### config.mk
export PLATFORM = sky130hd
export DESIGN_NAME = ex01_settle_timer
export DESIGN_NICKNAME = d
export VERILOG_FILES = /design/src/rtl/ex01_settle_timer.sv
export SDC_FILE = /design/constraint.sdc
export NUM_CORES = 1
export LEC_CHECK = 0
export ABC_AREA = 0
export CORE_AREA = 2 2 39 41
export CTS_CLUSTER_DIAMETER = 200
export DETAILED_ROUTE_END_ITERATION = 8
export DIE_AREA = 0 0 41 43
export GPL_ROUTABILITY_DRIVEN = 1
export HOLD_SLACK_MARGIN = 0.03
export PLACE_DENSITY = 0.69
export SYNTH_ARGS = -nofsm -noshare
export SYNTH_HDL_FRONTEND = slang
export SYNTH_SLANG_ARGS = --single-unit
### constraint.sdc
create_clock -name clk -period 2.3 [get_ports clk]
set_clock_uncertainty 0.15 [all_clocks]
set_input_delay 0.46 -clock clk [delete_from_list [all_inputs] [get_ports clk]]
set_output_delay 0.46 -clock clk [all_outputs]
set_load 0.005 [all_outputs]
### src/rtl/ex01_settle_timer.sv
// Reloadable 8-bit down-counter; load wins over enable and the count stops at zero.
// Latency: zero is registered-count decode, valid the cycle after load; no backpressure.
module ex01_settle_timer (
  input  logic       clk,
  input  logic       rst,
  input  logic       load,
  input  logic       en,
  input  logic [7:0] load_val,
  output logic       zero
);

  logic [7:0] cnt;

  always_ff @(posedge clk or posedge rst) begin
    if (rst) begin
      cnt <= 8'd0;
    end else if (load) begin
      cnt <= load_val;
    end else if (en && (cnt != 8'd0)) begin
      cnt <= cnt - 8'd1;
    end
  end

  assign zero = (cnt == 8'd0);

endmodule

; ---- Yosys cells after proc, flatten, opt, wreduce, memory -nomap -nowiden
; Index checks and enable logic that the tools add are counted.
[classes]
n_reduce_logical = 4
shifts = 0
n_lt_le_gt_ge = 0
n_addsub = 1
n_mul = 0
n_mux = 2
bitwise = 0
n_div = 0
n_eq_ne = 0
[op_table]
columns = operator, count
row1 = 8-bit 2-to-1 mux, 2
row2 = 8-bit logical NOT, 1
row3 = 8-bit nonzero test, 1
row4 = 8-bit by 1-bit subtractor with 8-bit output (second input constant), 1
row5 = 2-bit nonzero test, 1
row6 = 1-bit logical AND, 1
[totals]
ramBits = 0
wordCells = 8
output_inout_bits = 1
input_bits = 12
romBits = 0
latchBits = 0
regBits = 8
mem_count = 0

; ---- Depth between registers and ports, before layout
; Gate-level depths: netlist of the first run.
[logic_depth]
depth_word = 4
mapped_depth = 6
ltp_nobuf = 6

; ---- Worst setup path after synthesis of the first run
; Ideal clock, no wire load.
[synth_timing]
kind = register to register
from = reg cnt[0]
to = reg cnt[1]
required_ns = 2.074
arrival_time_ns = 1.684
period_less_slack_ns = 1.910
path_stages_with_launch = 7
path_buffers = 0
setup_slack_ns = 0.390
path_cell_list = dfrtp_1 -> inv_1 -> ha_1 -> or4b_4 -> o21ai_2 -> mux2_1 -> o21ai_1
[synth_between]
elab_chain_cells = 3
word_cells_on_any_way = 6
classes_between = add/sub: 1 / mux: 2 / reduce/logical: 3
[synth_rtl]
columns = element, line
row1 = "start, declared", 12  ; logic [7:0] cnt;
row2 = "start signal, assigned", 18  ; cnt <= load_val;
row3 = "start signal, assigned", 20  ; cnt <= cnt - 8'd1;
row4 = 8-bit by 1-bit subtractor with 8-bit output / 8-bit nonzero test (equally long branches), "20, 19"
row5 = 8-bit 2-to-1 mux / 1-bit logical AND (equally long branches), 19  ; end else if (en && (cnt != 8'd0)) begin
row6 = 8-bit 2-to-1 mux / 2-bit nonzero test (equally long branches), n/a
; Several ways; a longest one is shown, not always the timed one. The select of a mux whose other input is x is not followed.
; A chain may end at the register's enable or synchronous reset.

; ---- Worst setup path in the final report of the first run
[layout_timing]
from = reg cnt[0]
to = out zero
[layout_between]
elab_chain_cells = 1
[layout_rtl]
columns = element, line
row1 = 8-bit logical NOT, 24  ; assign zero = (cnt == 8'd0);
row2 = "end, declared", 9  ; output logic zero
; Every way passes these cells.

==> reports/summary.txt, run 1 <==
first-pass GRT wire length = 1730 um
Synthesis Warnings = 0
number of global-route vias before repair = 459
clock sinks = 8
Hold Crit Class = in2async
sw frac = 29.1%
FMAX = 0.455 GHz
Logic pwr share = 30.8%
CTS Buf Count = 3
Total GRT Usage = 14.7%
Worst Max-Slew Pin Slew = 600 ps
critical path's slowest cell = or4b_4
maximum vdd ir drop = 0.000237 V
WP data required = 1690 ps
Clk pwr share = 26.8%
share of layout cells above drive strength 1 = 24.0%
leak pwr = 0.294 nW
area share of the leading cell type in the synthesized netlist = 40.4%
antenna violations before repair = 0
starting density of the core = 35.8%
Slew Limit Fails = 0
gpl congestion = 0.795
post-route ant nets = 0
CTS H-tree lvls = 1
Crit path largest cell delay = 480 ps
grt ovf = 0
kind of end point of the critical path = primary output
final setup vio count = 0
post-DP HPWL = 892 um
worst-path cell chain = inv_1 > ha_2 > or4b_4 > nor2_4 > clkbuf_2
drt first-iter violations = 6
post-synth cell types = 28
Largest Register = cnt
Hold Worst Slack = 300 ps
Seq/Total Area, Yosys = 40.4%
Final Hold Fails = 0
RSZ-0062 raised after global routing = no
Total Power Consumption = 405 uW
Rel. slew slack = 59.5%
Critical Path AT = 1590 ps
switching power = 118 uW
Yosys reg bits = 8
post-layout minimum cycle time = 2200 ps
Fillers = 141
Die ar. = 1760 um^2
die width = 41 um
IO buf count = 12
CP Launch Type = flip-flop
synth-to-layout area growth = 45.2%
Worst-Skew Late Latency = 250 ps
placed cell count = 87
syn_nets = 67
status = complete, no violations
antenna cells = 0
setup TNS = 0 ps
fin nets = 91
Setup CP Type = reg2out
Pwr per Cell Area = 563 nW/um^2
Syn Inst Count = 53
routed len/inst = 11.9 um
largest net degree at the start of global routing = 11
Regs by FF count = cnt: 8 flops
Area contributors post-synth = dfrtp_1 40%, nand2_1 6.1%, ha_1 5.1%
drt via density = 5.14
Power Internal = 287 uW
CP Max Fanout = 2
fin cells = 91
hold_buf cts = 0
core box area = 1380 um^2
Cell Area, Synth = 495 um^2
Post-Route WL = 1080 um
die height = 43 um
sequential fraction of design power = 42.4%
vias post-DR = 468
Period Utilization, post-route = 95.6%
drt first pass iters = 3
TritonCTS clock tree = yes
CTS max path bufs = 2
Max Cap Viol = 0
Yosys top cell by area = dfrtp_1
Core Rows = 14
drt drc = 0
Worst-path clk slew = 60 ps
Clock Root Buffer = clkbuf_4
syn_area_per_cell = 9.35 um^2
Finished Core Util = 52.0%
max reg flops = 8
# IOs = 13
==> layout by cell type, fill, tap and decap left out, drive strengths merged <==
cell type      netlist  routed
inv                  3       3
nand2b               1       1
or4b                 1       1
ha                   2       2
nand2                8       8
o21ai                8       8
nand3                1       1
mux2                 1       1
nor2                 2       2
nor3b                1       1
a211oi               1       1
a21oi                1       1
nor4                 1       1
nand4                1       1
xor2                 2       2
nor3                 1       1
dfrtp                8       8
o31a                 1       1
o31ai                1       1
o41ai                1       1
xnor2                2       2
or3                  1       1
nor2b                1       1
buf                  0       8
a22oi                1       1
nor4b                1       1
clkdlybuf4s50        0      11
clkbuf               1       4
==> cell families (layout without fill, tap and decap cells) <==
| family | Yosys count | in the layout | share of synthesized area, % |
|---|---|---|---|
| AO/OA/AOI/OAI | 14 | 14 | 17.9 |
| XOR/XNOR | 4 | 4 | 7.07 |
| adder cells (fa/ha/maj) | 2 | 2 | 5.05 |
| buffers and inverters | 4 | 26 | 3.03 |
| flip-flops | 8 | 8 | 40.4 |
| multiplexers | 1 | 1 | 2.27 |
| AND/OR/NAND/NOR | 20 | 20 | 24.2 |
==> layer usage <==
metal | global-route usage, % | vias up | part of all wire, %
met2 | 24.7 | 11 | 52
met4 | 10.0 | 0 | 2.9
met1 | 15.9 | 218 | 41
li1 | - | 235 | -
met5 | 0 | - | 0
met3 | 1.57 | 4 | 4.0
==> final cells by class <==
| class | count | area (um^2) | share of cell area, % |
|---|---|---|---|
| Timing Repair Buffer | 20 | 175 | 24.3 |
| Clock buffer | 3 | 22.5 | 3.13 |
| Tap cell | 16 | 20.0 | 2.78 |
| Inverter | 3 | 11.3 | 1.57 |
| Multi-Input combinational cell | 41 | 290 | 40.3 |
| Sequential cell | 8 | 200 | 27.8 |
==> through the flow <==
step	instance area, um^2	worst slack, ps
floorplan	495	390
global placement	684	-22.9
detailed placement	684	-49.2
CTS	717	12.6
global route	719	42.6
finish	719	102
==> power groups by stage <==
stage	Combinational [mW]	Sequential (mW)	Clock, mW
after global placement	0.116	0.173	0
after CTS	0.122	0.172	0.114
after floorplan	0.0622	0.173	0
after global routing	0.137	0.174	0.115
after detailed placement	0.119	0.174	0
final	0.125	0.172	0.108
==> path summary, 6_finish.rpt <==
| path | from | to | slack, ps | depth (start not counted) |
|---|---|---|---|---|
| max | cnt[0] | zero | 100 | 5 |
| max reg2reg | cnt[0] | cnt[1] | 150 | 7 |
| min reg2reg | cnt[3] | cnt[3] | 390 | 1 |
| min in group clk | cnt[3] | cnt[3] | 390 | 1 |
| max in group asynchronous | rst | cnt[1] | 1460 | 2 |
| min | rst | cnt[6] | 300 | 2 |
==> cells in the mapped netlist <==
library cell  count
xor2_1            2
ha_1              2
dfrtp_1           8
or3_4             1
o31a_1            1
nand2b_1          1
nand4_1           1
xnor2_1           2
o21ai_2           1
o21ai_0           4
nor3b_1           1
nor2_1            2
nor4_2            1
a22oi_1           1
nand2_1           8
a21oi_1           1
nor3_1            1
a211oi_1          1
inv_1             3
o41ai_1           1
o31ai_1           1
nand3_1           1
clkbuf_1          1
o21ai_1           3
nor2b_1           1
nor4b_1           1
or4b_4            1
mux2_1            1
==> timing repair <==
| action | CTS | global route |
|---|---|---|
| endpoints found under the setup margin | 1 | 1 |
| pin swaps | 1 | 0 |
| gates resized for setup | 5 | 1 |
| buffers inserted | 0 | 1 |
==> worst max-delay path, delay by kind of cell (launching register included) <==
family                   cells  cell delay (ps)
flip-flops                   1              380
adder cells (fa/ha/maj)      1              180
AND/OR/NAND/NOR              2              580
buffers and inverters        2              190
(Power assumes the default switching activity.)
==> run 2, diff against run 1 <==
--- a/config.mk
+++ b/config.mk
@@ -16,3 +16,4 @@
 export SYNTH_ARGS = -nofsm -noshare
 export SYNTH_HDL_FRONTEND = slang
 export SYNTH_SLANG_ARGS = --single-unit
+export TNS_END_PERCENT = 1
==> results of run 2 <==
No change in the layout: final DEF, timing and power equal those of run 1.
